[src/rtl/key_interrupt_arbiter.sv]
// Interrupt-source controller: synchronised key/frame edges latched as pending
// bits, arbitrated (fixed or round-robin) onto a valid/ack CPU interrupt port.
module key_interrupt_arbiter #(
    parameter int         NUM_KEYS   = 4,
    parameter bit         RR_MODE    = 1'b0,
    parameter logic [4:0] INT_OPCODE = 5'b11111,
    parameter int         DROP_W     = 8
) (
    input  logic                proc_clk,
    input  logic                reset,
    input  logic [NUM_KEYS-1:0] keys,
    input  logic                frame_rt_clk,
    input  logic                int_ack,
    output logic [31:0]         interrupt_instruction,
    output logic                int_valid,
    output logic [NUM_KEYS:0]   pending,
    output logic [DROP_W-1:0]   drop_count
);

    localparam int NUM_SRC = NUM_KEYS + 1;

    typedef enum logic {
        IDLE,
        ISSUE
    } state_t;

    state_t             state;
    logic [NUM_SRC-1:0] raw;
    logic [NUM_SRC-1:0] sync1;
    logic [NUM_SRC-1:0] sync2;
    logic [NUM_SRC-1:0] prev;
    logic [NUM_SRC-1:0] evt;
    logic [NUM_SRC-1:0] clr;
    logic [NUM_SRC-1:0] drop_hit;
    logic [31:0]        pend_pad;
    logic [4:0]         rr_ptr;
    logic [4:0]         start;
    logic [4:0]         sel;
    logic [4:0]         ptr_nxt;
    logic               found;
    logic               grant;
    int                 idx;

    // Frame tick sits above the keys so it loses fixed-priority ties.
    assign raw      = {frame_rt_clk, keys};
    assign evt      = sync2 & ~prev;
    assign start    = RR_MODE ? rr_ptr : 5'd0;
    assign pend_pad = 32'(pending);

    always_comb begin
        found = 1'b0;
        sel   = 5'd0;
        idx   = 0;
        for (int i = 0; i < NUM_SRC; i++) begin
            idx = int'(start) + i;
            if (idx >= NUM_SRC) idx = idx - NUM_SRC;
            if (!found && pend_pad[idx[4:0]]) begin
                found = 1'b1;
                sel   = idx[4:0];
            end
        end
    end

    assign grant    = (state == IDLE) && found;
    assign clr      = grant ? (NUM_SRC'(1) << sel) : '0;
    assign drop_hit = evt & pending & ~clr;
    assign ptr_nxt  = (sel == 5'(NUM_SRC - 1)) ? 5'd0 : sel + 5'd1;

    always_ff @(posedge proc_clk) begin
        if (reset) begin
            state                 <= IDLE;
            sync1                 <= '0;
            sync2                 <= '0;
            prev                  <= '0;
            pending               <= '0;
            drop_count            <= '0;
            rr_ptr                <= 5'd0;
            int_valid             <= 1'b0;
            interrupt_instruction <= 32'd0;
        end else begin
            sync1   <= raw;
            sync2   <= sync1;
            prev    <= sync2;
            // A fresh edge re-arms a source even on the cycle it is issued.
            pending <= (pending & ~clr) | evt;
            if (|drop_hit && drop_count != '1)
                drop_count <= drop_count + DROP_W'(1);
            unique case (state)
                IDLE: begin
                    if (grant) begin
                        int_valid             <= 1'b1;
                        interrupt_instruction <= {INT_OPCODE, 22'd0, sel};
                        rr_ptr                <= ptr_nxt;
                        state                 <= ISSUE;
                    end
                end
                ISSUE: begin
                    if (int_ack) begin
                        int_valid             <= 1'b0;
                        interrupt_instruction <= 32'd0;
                        state                 <= IDLE;
                    end
                end
            endcase
        end
    end

endmodule

[config.mk]
export PLATFORM = sky130hd
export DESIGN_NAME = key_interrupt_arbiter
export DESIGN_NICKNAME = d
export VERILOG_FILES = /design/src/rtl/key_interrupt_arbiter.sv
export SDC_FILE = /design/constraint.sdc
export NUM_CORES = 1
export LEC_CHECK = 0
export CAP_MARGIN = 20
export CORE_ASPECT_RATIO = 0.7
export CORE_MARGIN = 1
export CORE_UTILIZATION = 40
export DETAILED_ROUTE_END_ITERATION = 7
export GPL_TIMING_DRIVEN = 1
export PLACE_DENSITY = 0.75
export SLEW_MARGIN = 20
export SYNTH_ARGS = -nofsm -noshare
export SYNTH_HDL_FRONTEND = slang
export SYNTH_SLANG_ARGS = --single-unit
[constraint.sdc]
create_clock -name proc_clk -period 1.5 [get_ports proc_clk]
set_input_delay 0.45 -clock proc_clk [delete_from_list [all_inputs] [get_ports proc_clk]]
set_output_delay 0.45 -clock proc_clk [all_outputs]
set_load 0.05 [all_outputs]
Yosys cells after proc, flatten, opt, wreduce, memory -nomap -nowiden
Index checks and enable logic that the tools add are counted.
{"block": "word_totals", "elab_cells": 52, "regBits": 62, "in_bits": 8, "out_inout_bits": 46}
{"block": "op_classes", "mux": 19, "bitwise_logic": 8, "reduce_logical": 12, "n_eq_ne": 3, "shift": 1, "addsub": 1}
{"op": "32-bit 2-to-1 mux", "n": 2}
{"op": "32-bit case mux with 2 select lines", "n": 1}
{"op": "5-bit bitwise AND", "n": 4}
{"op": "5-bit 2-to-1 mux", "n": 3}
{"op": "1-bit 2-to-1 mux", "n": 10}
{"op": "5-bit NOT", "n": 2}
{"op": "8-bit by 1-bit adder with 8-bit output, second input constant", "n": 1}
{"op": "8-bit inequality test, second input constant", "n": 1}
{"op": "1-bit logical AND", "n": 6}
{"op": "5-bit OR", "n": 1}
{"op": "5-bit OR reduction", "n": 1}
{"op": "1-bit by 5-bit left shift with 5-bit output, first input constant", "n": 1}
{"op": "1-bit logical NOT", "n": 4}
{"op": "2-bit inequality test, second input constant", "n": 2}
{"op": "1-bit case mux with 2 select lines", "n": 2}
{"op": "2-bit 2-to-1 mux", "n": 1}
{"op": "2-bit AND reduction", "n": 1}
{"op": "1-bit NOT", "n": 1}

Longest topological paths before layout
Gate-level depths: netlist of run 1.
{"block": "logic_depth", "depth_word": 19, "ltp_mapped": 7, "depth_no_buf": 6}

Worst setup path after synthesis of run 1
No wires, ideal clock.
{"block": "synth_path", "path_type": "register to register", "startpoint": "register pending[1]", "endpoint": "register drop_count[7]", "setup_slack_ps": -408, "t_arrival_ps": 1838, "setup_time_ps": 71, "stages_incl_launch_ff": 7, "required_time_ps": 1429, "synth_period_minus_slack_ps": 1908, "path_cell_list": "dfxtp_1 o21ai_0 o22ai_1 o31ai_2 buf_6 or3_1 a21oi_1"}
{"block": "synth_between", "elab_chain_cells": 17, "elab_cells_between_ends": 23, "classes_between": "shift: 1; mux: 9; bitwise: 3; reduce/logical: 10"}
{"element": "start, declared", "line": "16", "text": "output logic [NUM_KEYS:0] pending,"}
{"element": "start signal, assigned", "line": "85", "text": "pending <= (pending & ~clr) | evt;"}
{"element": "1-bit logical AND", "line": "57", "text": "if (!found && pend_pad[idx[4:0]]) begin"}
{"element": "1-bit 2-to-1 mux", "line": "57"}
{"element": "1-bit logical NOT", "line": "57"}
{"element": "1-bit logical AND", "line": "57"}
{"element": "1-bit 2-to-1 mux", "line": "57"}
{"element": "1-bit logical NOT", "line": "57"}
{"element": "1-bit logical AND", "line": "57"}
{"element": "1-bit 2-to-1 mux", "line": "57"}
{"element": "1-bit logical NOT", "line": "57"}
{"element": "1-bit logical AND", "line": "57"}
{"element": "5-bit 2-to-1 mux or 1-bit 2-to-1 mux (tied branches)", "line": "57"}
{"element": "1-bit by 5-bit left shift with 5-bit output or 1-bit logical AND (tied branches)", "line": "65, 64"}
{"element": "5-bit 2-to-1 mux", "line": "65", "text": "assign clr = grant ? (NUM_SRC'(1) << sel) : '0;"}
{"element": "5-bit NOT", "line": "66", "text": "assign drop_hit = evt & pending & ~clr;"}
{"element": "5-bit bitwise AND *", "line": "66"}
{"element": "5-bit OR reduction *", "line": "86", "text": "if (|drop_hit && drop_count != '1)"}
{"element": "1-bit logical AND *", "line": "86"}
{"element": "end signal, assigned", "line": "87", "text": "drop_count <= drop_count + DROP_W'(1);"}
{"element": "end, declared", "line": "17", "text": "output logic [DROP_W-1:0] drop_count"}
Every way passes the cells marked *; elsewhere a longest branch is shown, timed or not.
A chain may end at the register's enable or synchronous reset.

Worst setup path in the final report of run 1
{"block": "layout_path", "startpoint": "register pending[2]", "endpoint": "register drop_count[1]"}
{"block": "layout_between", "elab_chain_cells": 14, "elab_cells_between_ends": 19, "classes_between": "shift: 1; mux: 7; bitwise: 3; reduce/logical: 8"}
{"element": "1-bit logical AND", "line": "57"}
{"element": "1-bit 2-to-1 mux", "line": "57"}
{"element": "1-bit logical NOT", "line": "57"}
{"element": "1-bit logical AND", "line": "57"}
{"element": "1-bit 2-to-1 mux", "line": "57"}
{"element": "1-bit logical NOT", "line": "57"}
{"element": "1-bit logical AND", "line": "57"}
{"element": "5-bit 2-to-1 mux or 1-bit 2-to-1 mux (tied branches)", "line": "57"}
{"element": "1-bit by 5-bit left shift with 5-bit output or 1-bit logical AND (tied branches)", "line": "65, 64"}
{"element": "5-bit 2-to-1 mux", "line": "65"}
{"element": "5-bit NOT", "line": "66"}
{"element": "5-bit bitwise AND *", "line": "66"}
{"element": "5-bit OR reduction *", "line": "86"}
{"element": "1-bit logical AND *", "line": "86"}
Marks and branches as above.

==> results of run 1 <==
-- worst reg2reg max path, cell delays in order, from the launching register on --
cell and delay (ps):
dfxtp_4 360, o41ai_4 400, o22ai_2 130, o31ai_2 220
buf_4 190, mux2i_1 180, nor2_1 50
-- routing by layer --
metal | GRT usage [%] | share of wire (%) | vias to the layer above
met2 | 24.77 | 48 | 31
met1 | 20.54 | 47 | 543
met3 | 5.143 | 4.3 | 3
met4 | 6.481 | 0.95 | 0
li1 | - | - | 600
met5 | 0 | 0 | -
-- cell usage after synthesis (all sizes together) --
library cell / instances
a211oi: 2
a21oi: 12
a2bb2oi: 1
and4: 1
buf: 31
clkbuf: 3
conb: 1
dfxtp: 33
ha: 1
inv: 2
mux2i: 1
nand2: 6
nand2b: 5
nand3: 3
nand3b: 1
nand4: 2
nor2: 11
nor2b: 19
nor3: 3
nor3b: 1
nor4: 1
o21ai: 10
o21ba: 1
o22ai: 2
o31a: 2
o31ai: 1
o41ai: 1
or3: 5
xor2: 1
-- per-stage QoR --
step	hold WS, ps	instances	utilization [%]	setup TNS (ps)	worst slack [ps]
3_3_place_gp	417.1	254	59.63	-594.5	-119.6
6_report	438.1	265	64.06	-925.3	-140.1
3_5_place_dp	424.2	254	59.63	-1112	-182.8
5_1_grt	450.2	265	64.06	-1671	-239.2
4_1_cts	440.9	266	63.99	-906.9	-150.9
2_1_floorplan	413.8	186	-	-780.9	-155.3
-- sequential cells by signal (all words and copies together) (netlist names) --
signal                 cells
pending                    5
sync1                      5
sync2                      5
interrupt_instruction      4
prev                       5
state                      1
drop_count                 8
-- cell families after synthesis --
kind of cell,synth area share [%]
muxes,0.6672
DFF,44.04
xor gates and xnor gates,0.5839
and+or+nand+nor,21.60
buffers and inverters,17.26
AOI/OAI and AO/OA,14.76
adders and majority gates,0.8339
other,0.2500
-- report_power, final --
group | switching, W | total (W) | leakage [nW] | internal [W]
logic | 0.000348 | 0.000557 | 0.605 | 0.000210
registers | 0.0000247 | 0.000931 | 0.277 | 0.000906
clock network | 0.000346 | 0.000776 | 0.0525 | 0.000430
-- final timing paths --
path                               from                    endpoint  slack [ps]  depth (start not counted)
setup / recovery  pending[2]$_SDFF_PP0_  drop_count[1]$_SDFFE_PP0P_        -140                          6
hold / removal      sync1[2]$_SDFF_PP0_         sync2[2]$_SDFF_PP0_         440                          1
setup reg to reg  pending[2]$_SDFF_PP0_  drop_count[1]$_SDFFE_PP0P_        -140                          6
hold reg to reg     sync1[2]$_SDFF_PP0_         sync2[2]$_SDFF_PP0_         440                          1
-- cell type report --
cell class,instances,area [um^2]
Inverter,2,7.507
Clock buffer,6,93.84
Clock inverter,2,16.27
Sequential cell,33,688.2
Fill cell,294,1279
Multi-Input combinational cell,117,691.9
Tap cell,50,62.56
Timing Repair Buffer,55,719.4
-- timing repair --
action                                  4_1_cts  5_1_grt
gates resized for setup                       7        7
setup buffers                                 3        0
pin swaps                                     3        2
endpoints found under the hold margin         0        0
gates cloned                                  1        0
endpoints found under the setup margin       12       15
==> results.md, run 1 <==
- CTS Buf Count: 5
- Number of global-route vias before repair: 1007
- Post-Route WL: 2.851 mm
- Clk buf depth: 2
- Unrepaired setup endpoints after global routing: true
- Largest net degree at the start of global routing: 34
- CP max-delay cell: o41ai_4
- Worst-path clk slew: 70 ps
- Setup CP Type: reg -> reg
- Die Y-Extent: 53.24 um
- Post-route cell area: 2280 um^2
- Syn-to-layout area delta: 51.96%
- Final Max Slew Viols: 0
- Final Setup Violations: 9
- Most common cell after layout, fill and taps aside: conb_1
- DRT Pass-1 Iters: 4
- YS warnings: 0
- Unique masters post-synth: 33
- Worst skew pair latency: 290 ps
- Most frequent cells in the layout: conb_1 (24), buf_4 (23), buf_12 (23)
- N_diodes: 0
- # rows: 18
- Syn avg cell area: 9.204 um^2
- Top Ports: 54
- Critical path arrival: 1830 ps
- P_leak: 0.9344 nW
- Max_cap viols: 0
- Layout Nets: 223
- Area of placed instances: 2122 um^2
- Post-Syn Area: 1500 um^2
- Crit start category: register
- Die W: 75.20 um
- Number of port buffers: 29
- Synth area leader: dfxtp_1
- Hold Path Class: reg -> reg
- Clk_skew: 7.230 ps
- Post-DP HPWL: 2.058 mm
- Buffers & Inverters on Critical Path: 1
- Crit end category: register
- Worst setup margin: -140.1 ps
- Final hold vios: 0
- Initial drt markers: 54
- Register area share after synthesis: 44.04%
- Htree depth: 2
- Die area: 4003 um^2
- Max incr delay on CP: 400 ps
- Number of vias per cell: 4.442
- Hold-fix buffer count after cts: 0
- TritonCTS clock tree: done
- CTS Root Cell: clkbuf_8
- Initial Util: 42.16%
- Largest cells by area after synthesis: dfxtp_1 (44%), buf_4 (15%), nor2b_1 (7.9%), a21oi_1 (4.0%), o21ai_0 (3.3%)
- GRT Util Overall: 15.98%
- Max rail drop VDD: 642.5 uV
- Remaining global-route overflow: 0
- Worst Path Max Fanout: 6
- Routed vias: 1177
- Core Region: 3558 um^2
- DR WL/cell: 10.76 um
- Failing checks: negative setup slack
- Power Dens Cells: 993.3 nW/um^2
- Critical path's top delay family: compound AO/OA/AOI/OAI gates
- Fmax: 609.7 MHz
- DRC: 0
- Status: finished with violations
- Synth top area share: 44.04%
- #FFs+latches synth: 33
- Initial antenna violation count: 0
- CTS Sinks: 33
- Period utilization: 109.3%
- Final GP Congestion: 0.8407
- First-pass GRT wire length: 4.581 mm
- Total power draw: 0.002264 W
- Worst EP required: 1690 ps
- Clock period minus worst slack: 1640 ps
- Layout cells sized above 1: 37.21%
- Mapped Cells: 163
- Final ANT Viol Nets: 0
- Worst path cell trace: o41ai_4, o22ai_2, o31ai_2, buf_4, mux2i_1, nor2_1
(Power assumes the default switching activity.)
==> run 2: changes to the inputs <==
CORE_MARGIN = not set   (was 1)
HOLD_SLACK_MARGIN = 0.02   (was not set)
==> results of run 2 <==
No change in the layout: final DEF, timing and power equal those of run 1.
